`config.mk`:
```
export PLATFORM = sky130hd
export DESIGN_NAME = seq_hit_counter_flat
export DESIGN_NICKNAME = d
export VERILOG_FILES = /design/src/rtl/seq_hit_counter_if.sv /design/src/rtl/seq_hit_counter.sv /design/src/flat_wrapper.sv
export SDC_FILE = /design/constraint.sdc
export NUM_CORES = 1
export LEC_CHECK = 0
export ABC_CLOCK_PERIOD_IN_PS = 1600
export BUFFER_PORTS_ARGS = -buffer_cell sky130_fd_sc_hd__buf_4
export CAP_MARGIN = 20
export CORE_MARGIN = 2
export CORE_UTILIZATION = 54
export CTS_CLUSTER_DIAMETER = 30
export DETAILED_ROUTE_END_ITERATION = 8
export PLACE_DENSITY = 0.73
export SLEW_MARGIN = 20
export SYNTH_ARGS = -nofsm -noshare
export SYNTH_HDL_FRONTEND = slang
export SYNTH_SLANG_ARGS = --single-unit
export TNS_END_PERCENT = 10
```
`constraint.sdc`:
```
create_clock -name clk -period 1.6 [get_ports clk]
set_clock_uncertainty 0.15 [all_clocks]
set_input_delay 0.08 -clock clk [delete_from_list [all_inputs] [get_ports clk]]
set_output_delay 0.08 -clock clk [all_outputs]
set_load 0.1 [all_outputs]
```
`src/rtl/seq_hit_counter_if.sv`:
```
// Result/control bundle for seq_hit_counter.
//   en, det_in, cnt_ready         : producer side -> counter
//   cnt_data, cnt_valid, sat,
//   overrun                       : counter -> consumer side
// master: stimulus/consumer side; slave: the counter itself.
interface seq_hit_counter_if #(
    parameter int unsigned CNT_W = 8
) ();
    logic             en;
    logic             det_in;
    logic             cnt_ready;
    logic [CNT_W-1:0] cnt_data;
    logic             cnt_valid;
    logic             sat;
    logic             overrun;

    modport master (
        output en, det_in, cnt_ready,
        input  cnt_data, cnt_valid, sat, overrun
    );

    modport slave (
        input  en, det_in, cnt_ready,
        output cnt_data, cnt_valid, sat, overrun
    );
endinterface

```
`src/rtl/seq_hit_counter.sv`:
```
// Counts det_in hits over fixed windows of WINDOW cycles and presents each
// window's (saturating) count on a valid/ready result port.
//   clk     : clock, rising edge
//   rst     : asynchronous active-high reset
//   bus     : seq_hit_counter_if.slave (en, det_in, cnt_ready in;
//             cnt_data, cnt_valid, sat, overrun out, all registered)
module seq_hit_counter #(
    parameter int unsigned WINDOW = 16,
    parameter int unsigned CNT_W  = 8
) (
    input  logic               clk,
    input  logic               rst,
    seq_hit_counter_if.slave   bus
);

    localparam int unsigned      WIN_W    = $clog2(WINDOW);
    localparam logic [WIN_W-1:0] WIN_LAST = WIN_W'(WINDOW - 1);
    localparam logic [CNT_W-1:0] CNT_MAX  = {CNT_W{1'b1}};

    typedef enum logic {
        IDLE  = 1'b0,
        COUNT = 1'b1
    } state_e;

    state_e           state_q, state_d;
    logic [WIN_W-1:0] wcnt_q, wcnt_d;
    logic [CNT_W-1:0] hit_q, hit_d;
    logic             hsat_q, hsat_d;
    logic [CNT_W-1:0] cnt_data_q, cnt_data_d;
    logic             cnt_valid_q, cnt_valid_d;
    logic             sat_q, sat_d;
    logic             overrun_q, overrun_d;

    logic [CNT_W-1:0] hit_nxt;
    logic             hsat_nxt;

    // Next-state, counters and result port
    always_comb begin
        state_d     = state_q;
        wcnt_d      = wcnt_q;
        hit_d       = hit_q;
        hsat_d      = hsat_q;
        cnt_data_d  = cnt_data_q;
        cnt_valid_d = cnt_valid_q;
        sat_d       = sat_q;
        overrun_d   = 1'b0;
        hit_nxt     = hit_q;
        hsat_nxt    = hsat_q;

        // Count including this cycle's det_in; a hit at max sets the sticky flag
        if (bus.det_in) begin
            if (hit_q == CNT_MAX) begin
                hsat_nxt = 1'b1;
            end else begin
                hit_nxt = hit_q + CNT_W'(1);
            end
        end

        if (cnt_valid_q && bus.cnt_ready) begin
            cnt_valid_d = 1'b0;
        end

        case (state_q)
            IDLE: begin
                wcnt_d = '0;
                hit_d  = '0;
                hsat_d = 1'b0;
                // The entering edge is window cycle 0 (counters are 0 here)
                if (bus.en) begin
                    state_d = COUNT;
                    wcnt_d  = WIN_W'(1);
                    hit_d   = hit_nxt;
                    hsat_d  = hsat_nxt;
                end
            end
            COUNT: begin
                if (!bus.en) begin
                    state_d = IDLE;
                    wcnt_d  = '0;
                    hit_d   = '0;
                    hsat_d  = 1'b0;
                end else if (wcnt_q == WIN_LAST) begin
                    wcnt_d = '0;
                    hit_d  = '0;
                    hsat_d = 1'b0;
                    // Blocked consumer keeps the old result; the new one is lost
                    if (cnt_valid_q && !bus.cnt_ready) begin
                        overrun_d = 1'b1;
                    end else begin
                        cnt_data_d  = hit_nxt;
                        sat_d       = hsat_nxt;
                        cnt_valid_d = 1'b1;
                    end
                end else begin
                    wcnt_d = wcnt_q + WIN_W'(1);
                    hit_d  = hit_nxt;
                    hsat_d = hsat_nxt;
                end
            end
            default: state_d = IDLE;
        endcase
    end

    // State and output registers
    always_ff @(posedge clk or posedge rst) begin
        if (rst) begin
            state_q     <= IDLE;
            wcnt_q      <= '0;
            hit_q       <= '0;
            hsat_q      <= 1'b0;
            cnt_data_q  <= '0;
            cnt_valid_q <= 1'b0;
            sat_q       <= 1'b0;
            overrun_q   <= 1'b0;
        end else begin
            state_q     <= state_d;
            wcnt_q      <= wcnt_d;
            hit_q       <= hit_d;
            hsat_q      <= hsat_d;
            cnt_data_q  <= cnt_data_d;
            cnt_valid_q <= cnt_valid_d;
            sat_q       <= sat_d;
            overrun_q   <= overrun_d;
        end
    end

    assign bus.cnt_data  = cnt_data_q;
    assign bus.cnt_valid = cnt_valid_q;
    assign bus.sat       = sat_q;
    assign bus.overrun   = overrun_q;

endmodule

```
`src/flat_wrapper.sv`:
```
// flat-port wrapper written by rule: the top's interface ports become plain ports
module seq_hit_counter_flat 
#(
    parameter int unsigned WINDOW = 16,
    parameter int unsigned CNT_W  = 8
)
  (clk, rst, bus_en, bus_det_in, bus_cnt_ready, bus_cnt_data, bus_cnt_valid, bus_sat, bus_overrun);
  seq_hit_counter_if #(.CNT_W(CNT_W)) bus_i ();
  input  logic clk;
  input  logic rst;
  input wire logic [$bits(bus_i.en)-1:0] bus_en;
  input wire logic [$bits(bus_i.det_in)-1:0] bus_det_in;
  input wire logic [$bits(bus_i.cnt_ready)-1:0] bus_cnt_ready;
  output wire logic [$bits(bus_i.cnt_data)-1:0] bus_cnt_data;
  output wire logic [$bits(bus_i.cnt_valid)-1:0] bus_cnt_valid;
  output wire logic [$bits(bus_i.sat)-1:0] bus_sat;
  output wire logic [$bits(bus_i.overrun)-1:0] bus_overrun;
  assign bus_i.en = bus_en;
  assign bus_i.det_in = bus_det_in;
  assign bus_i.cnt_ready = bus_cnt_ready;
  assign bus_cnt_data = bus_i.cnt_data;
  assign bus_cnt_valid = bus_i.cnt_valid;
  assign bus_sat = bus_i.sat;
  assign bus_overrun = bus_i.overrun;
  seq_hit_counter #(.WINDOW(WINDOW), .CNT_W(CNT_W)) u_core (.clk(clk), .rst(rst), .bus(bus_i));
endmodule
```
Word level (Yosys, flattened, before mapping)
Cells that the tools add are included.

storage, ports and cells
  flip-flop bits (word level) = 25
  input port bits = 5
  output and inout bits = 11
  logic and storage cells = 44

operators by class
  add/sub/neg operators = 2
  eq/ne operators = 2
  muxes and demuxes = 26
  bitwise gates (word level) = 2
  reductions and logical operators = 4

operators with widths
  cell                                          number
  two-way mux 8 bit                             5
  two-way mux 1 bit                             16
  one-hot mux 8 bit (2 select lines)            1
  adder 8 x 1 -> 8 bit (second input constant)  1
  equality test 8 bit (second input constant)   1
  two-way mux 4 bit                             2
  one-hot mux 4 bit (2 select lines)            1
  adder 4 x 1 -> 4 bit (second input constant)  1
  equality test 4 bit (second input constant)   1
  AND reduction 4 bit                           1
  logical AND 1 bit                             2
  NOT 1 bit                                     2
  one-hot mux 1 bit (2 select lines)            1
  zero test 1 bit                               1

Longest topological paths before layout
  depth in word-level cells = 6
  depth in mapped cells = 6
  gate-level depth less buffers = 5

Worst setup path after synthesis
Ideal clock, no wire load.

  path type = register -> register
  start = reg u_core.cnt_valid_q (netlist: u_core.bus.cnt_valid)
  end = reg u_core.cnt_data_q[0] (netlist: u_core.bus.cnt_data[0])
  data arrival time = 1.634 ns
  setup slack = -0.261 ns
  cell stages (with the launch flop) = 6
  path buffers = 1
  period minus slack after synthesis = 1.861 ns
  path through = dfrtp_1 > nand2b_1 > nand4_4 > buf_6 > nand2_1 > o21ai_1

on the way
  cells in the longest elaborated chain, start to end = 3

ends and longest elaborated chain
  element                               RTL line                text
  start: declaration                    seq_hit_counter.sv:30   logic cnt_valid_q, cnt_valid_d;
  start signal: assignment              seq_hit_counter.sv:121  cnt_valid_q <= cnt_valid_d;
  logical AND 1 bit                     seq_hit_counter.sv:87   if (cnt_valid_q && !bus.cnt_ready) begin
  NOT 1 bit (no source line)            n/a
  AND reduction 4 bit (no source line)  n/a
  end signal: assignment                seq_hit_counter.sv:120  cnt_data_q <= cnt_data_d;
  end: declaration                      seq_hit_counter.sv:29   logic [CNT_W-1:0] cnt_data_q, cnt_data_d;

Every way passes these cells.
A chain may end at the register's enable or synchronous reset.

Worst setup path in the final report
  start = reg u_core.wcnt_q[0]
  end = reg u_core.cnt_data_q[6] (netlist: u_core.bus.cnt_data[6])

on the way
  cells in the longest elaborated chain, start to end = 2

ends and longest elaborated chain
  element                               RTL line                text
  start: declaration                    seq_hit_counter.sv:26   logic [WIN_W-1:0] wcnt_q, wcnt_d;
  start signal: assignment              seq_hit_counter.sv:117  wcnt_q <= wcnt_d;
  equality test 4 bit                   seq_hit_counter.sv:82   end else if (wcnt_q == WIN_LAST) begin
  AND reduction 4 bit (no source line)  n/a

Every way passes these cells.

==> results.py <==
metrics = {
    "critical_path": {
        "r2r_start": "u_core.wcnt_q[0]",
        "crit_family": "simple AND/OR/NAND/NOR gates",
        "reg2reg_slack_ns": 0.06,
        "r2r_cells": 6,
        "required_ns": 1.67,
        "r2r_end": "u_core.bus.cnt_data[6]",
        "critPathMaxFanout": 8,
        "crit_chain": "ha_1 > and3_4 > nand4_4 > buf_4 > nand2_1 > o21ai_1",
        "crit_buf_inv": 1,
        "cp_slowest_stage_delay_ns": 0.41,
        "cp.arrival_ns": 1.60,
        "start_kind": "register",
        "crit_path_top_delay_cell": "dfrtp_1",
        "path_class": "register to register",
        "worstSetupEndpointType": "register",
    },
    "layout": {
        "final_cells": 154,
        "final_core_util_pct": 70.3,
        "nNetsFinal": 135,
        "area_growth_pct": 23.7,
        "layout-drive-gt1-share_pct": 29.1,
        "antennaDiodeCount": 0,
        "stdcell_area_um2": 1370,
    },
    "place": {
        "io_buffers": 15,
        "placed_area_um2": 1280,
        "globalplace.congestion": 0.805,
        "dp_cells": 146,
        "dp.final_hpwl_um": 1410,
    },
    "timing": {
        "setup_viol": 0,
        "timing.final.crit_share_pct": 96.0,
        "rsz0062_at_grt": "true",
        "holdWs_ns": 0.0200,
        "min_period_ns": 1.54,
        "fmax_ghz": 0.651,
        "tightest_slew_ns": 0.312,
        "relSlewSlack_pct": 79.2,
        "hold_viol": 0,
        "final-max-slew-violation-count": 0,
    },
    "synth": {
        "seq_area_frac_synth_pct": 56.7,
        "syn_area_um2": 1100,
        "syn_avg_cell_area_um2": 11.1,
        "yosys_warnings": 0,
        "ys_top_cells_by_area": "dfrtp_1 (57%), nand2_1 (4.1%), nor2_1 (3.4%)",
        "yosys.area.top_type": "dfrtp_1",
        "postSynthCellCount": 99,
        "ys_ff_latch": 25,
        "yosysTopAreaCellShare_pct": 56.7,
        "syn-num-nets": 106,
        "synth_cell_types": 32,
    },
    "drt": {
        "drtAntennaViolNets": 0,
        "dr.pass1.iters": 2,
        "drt-vias-per-instance": 5.10,
        "drc": 0,
        "via_count": 785,
        "dr.first_iter.drc_count": 3,
        "wirelength_um": 2000,
        "routedWlPerCell_um": 13.0,
    },
    "floorplanning": {
        "rows": 16,
        "ioPinCount": 16,
        "die-height_um": 49.2,
        "initial_core_util_pct": 56.8,
        "coreArea_um2": 1940,
        "die_w_um": 49.2,
        "dieArea_um2": 2420,
    },
    "global_routing": {
        "antenna_found_initial": 0,
        "grt_pass1_wl_um": 3560,
        "grt_pass1_vias": 784,
        "gr-usage-all-layers_pct": 19.3,
        "grt_max_degree": 26,
        "gr-total-overflow": 0,
    },
    "status": {
        "status": "finished, final reports clean",
    },
    "power_and_ir_drop": {
        "p_leak_nw": 0.658,
        "ir_drop_mv": 0.658,
        "power_density_nw_per_um2": 732,
    },
    "clock_network": {
        "cts_max_level": 1,
        "cts.path.max_buffers": 2,
        "clock_latency_ns": 0.32,
        "clkSinkCount": 25,
        "cts_tree": "built",
        "clockRootBuffer": "clkbuf_4",
        "cts.reportedPaths.clkPinSlew_ns": 0.12,
        "cts_inserted_buffers": 3,
    },
    "worst_hold_path": {
        "whs_path_depth": 4,
        "hold_start": "bus_det_in",
        "hold_end": "u_core.hit_q[0]",
        "hold_class": "input port to register",
    },
    "run": {
        "maxCapViolCount": 0,
    },
}
-- state kept, by name, indices dropped and copies added, names as in the netlist --
| signal | flops |
|---|---|
| u_core.bus.cnt_data | 8 |
| u_core.bus.cnt_valid | 1 |
| u_core.bus.overrun | 1 |
| u_core.bus.sat | 1 |
| u_core.hit_q | 8 |
| u_core.hsat_q | 1 |
| u_core.state_q | 1 |
| u_core.wcnt_q | 4 |
-- worst max path at each step --
stage,start,endpoint,cells past startpoint
after global placement,u_core.wcnt_q[0],u_core.bus.cnt_data[6],6
after CTS,u_core.hit_q[0],u_core.bus.cnt_data[6],5
after detailed placement,u_core.hit_q[0],u_core.bus.cnt_data[6],5
after floorplan,u_core.bus.cnt_valid,u_core.bus.cnt_data[7],5
after global routing,u_core.hit_q[0],u_core.bus.cnt_data[1],5
final,u_core.wcnt_q[0],u_core.bus.cnt_data[6],6
-- cells in the mapped netlist --
| library cell | count |
|---|---|
| xor2_1 | 3 |
| nand4b_1 | 1 |
| and3_1 | 2 |
| a21o_1 | 1 |
| a31oi_1 | 1 |
| nand4_4 | 1 |
| a21oi_1 | 5 |
| a211oi_1 | 2 |
| o21ai_0 | 1 |
| nor2b_1 | 1 |
| nand4_2 | 1 |
| ha_1 | 2 |
| o21ai_2 | 2 |
| a31o_1 | 1 |
| nor2_1 | 10 |
| o21ai_1 | 7 |
| nand3_1 | 2 |
| nand3_2 | 1 |
| and4_4 | 1 |
| nand4_1 | 1 |
| buf_6 | 1 |
| and2_1 | 1 |
| and4_1 | 1 |
| nand2b_1 | 2 |
| mux2i_1 | 3 |
| a21oi_2 | 1 |
| xnor2_1 | 2 |
| dfrtp_1 | 25 |
| nand2_1 | 12 |
| inv_1 | 3 |
| o211ai_1 | 1 |
| and3_4 | 1 |
-- metrics by stage --
stage | worst slack, ns | TNS [ns] | power, mW
2_1_floorplan | 0.0513 | 0 | 0.694
3_3_place_gp | 0.0926 | 0 | 0.721
3_5_place_dp | 0.0370 | 0 | 0.723
4_1_cts | 0.0185 | 0 | 1.01
5_1_grt | -0.0138 | -0.0185 | 1.05
6_report | 0.0642 | 0 | 0.999
-- layer usage --
| metal | vias up | routed length, um | GRT usage, % | share of wire [%] |
|---|---|---|---|---|
| met2 | 13 | 963 | 31.3 | 48 |
| met4 | 0 | 43 | 10.0 | 2.2 |
| met1 | 367 | 928 | 25.1 | 46 |
| li1 | 400 | - | - | - |
| met5 | - | 0 | 0 | 0 |
| met3 | 5 | 61 | 2.76 | 3.1 |
-- final cells by class --
class / count / area (um^2)
flip-flops and latches: 25 / 627
fillers: 158 / 577
multi-input cells: 70 / 472
repair buffers: 25 / 195
well taps: 27 / 33.8
clock buffers: 4 / 26.3
inverters: 3 / 11.3
-- repair_timing --
action	CTS	global route
hold buffers	3	0
setup endpoints to repair	0	12
buffers inserted	0	1
endpoints found under the hold margin	34	0
resized for setup	0	4
-- cells by family (layout without fill, tap and decap cells) --
group | Yosys count | after routing | share of synthesized area, %
simple gates | 38 | 38 | 20.0
fa+ha+maj | 2 | 2 | 2.27
flops | 25 | 25 | 56.7
xor+xnor | 5 | 5 | 3.97
compound gates | 22 | 22 | 12.4
mux | 3 | 3 | 2.72
buf+inv | 4 | 32 | 2.04
-- power breakdown --
| part | total [mW] | internal (mW) | switching [mW] |
|---|---|---|---|
| registers | 0.652 | 0.641 | 0.0105 |
| logic | 0.0710 | 0.0328 | 0.0382 |
| clock network | 0.276 | 0.0977 | 0.178 |
-- tightest hold or removal path, stage by stage --
cell     delay (ns)
buf_4          0.14
o21ai_4        0.07
xor2_1         0.08
nor2_1         0.09
-- layout by cell type, fill, tap and decap left out, drive strengths merged, types with 4 or more instances in the layout --
cell type	synthesis	layout
dfrtp	25	25
buf	1	22
nand2	12	12
nor2	10	10
o21ai	10	10
a21oi	6	6
clkbuf	0	4
Power figures use the tool's default switching activity.
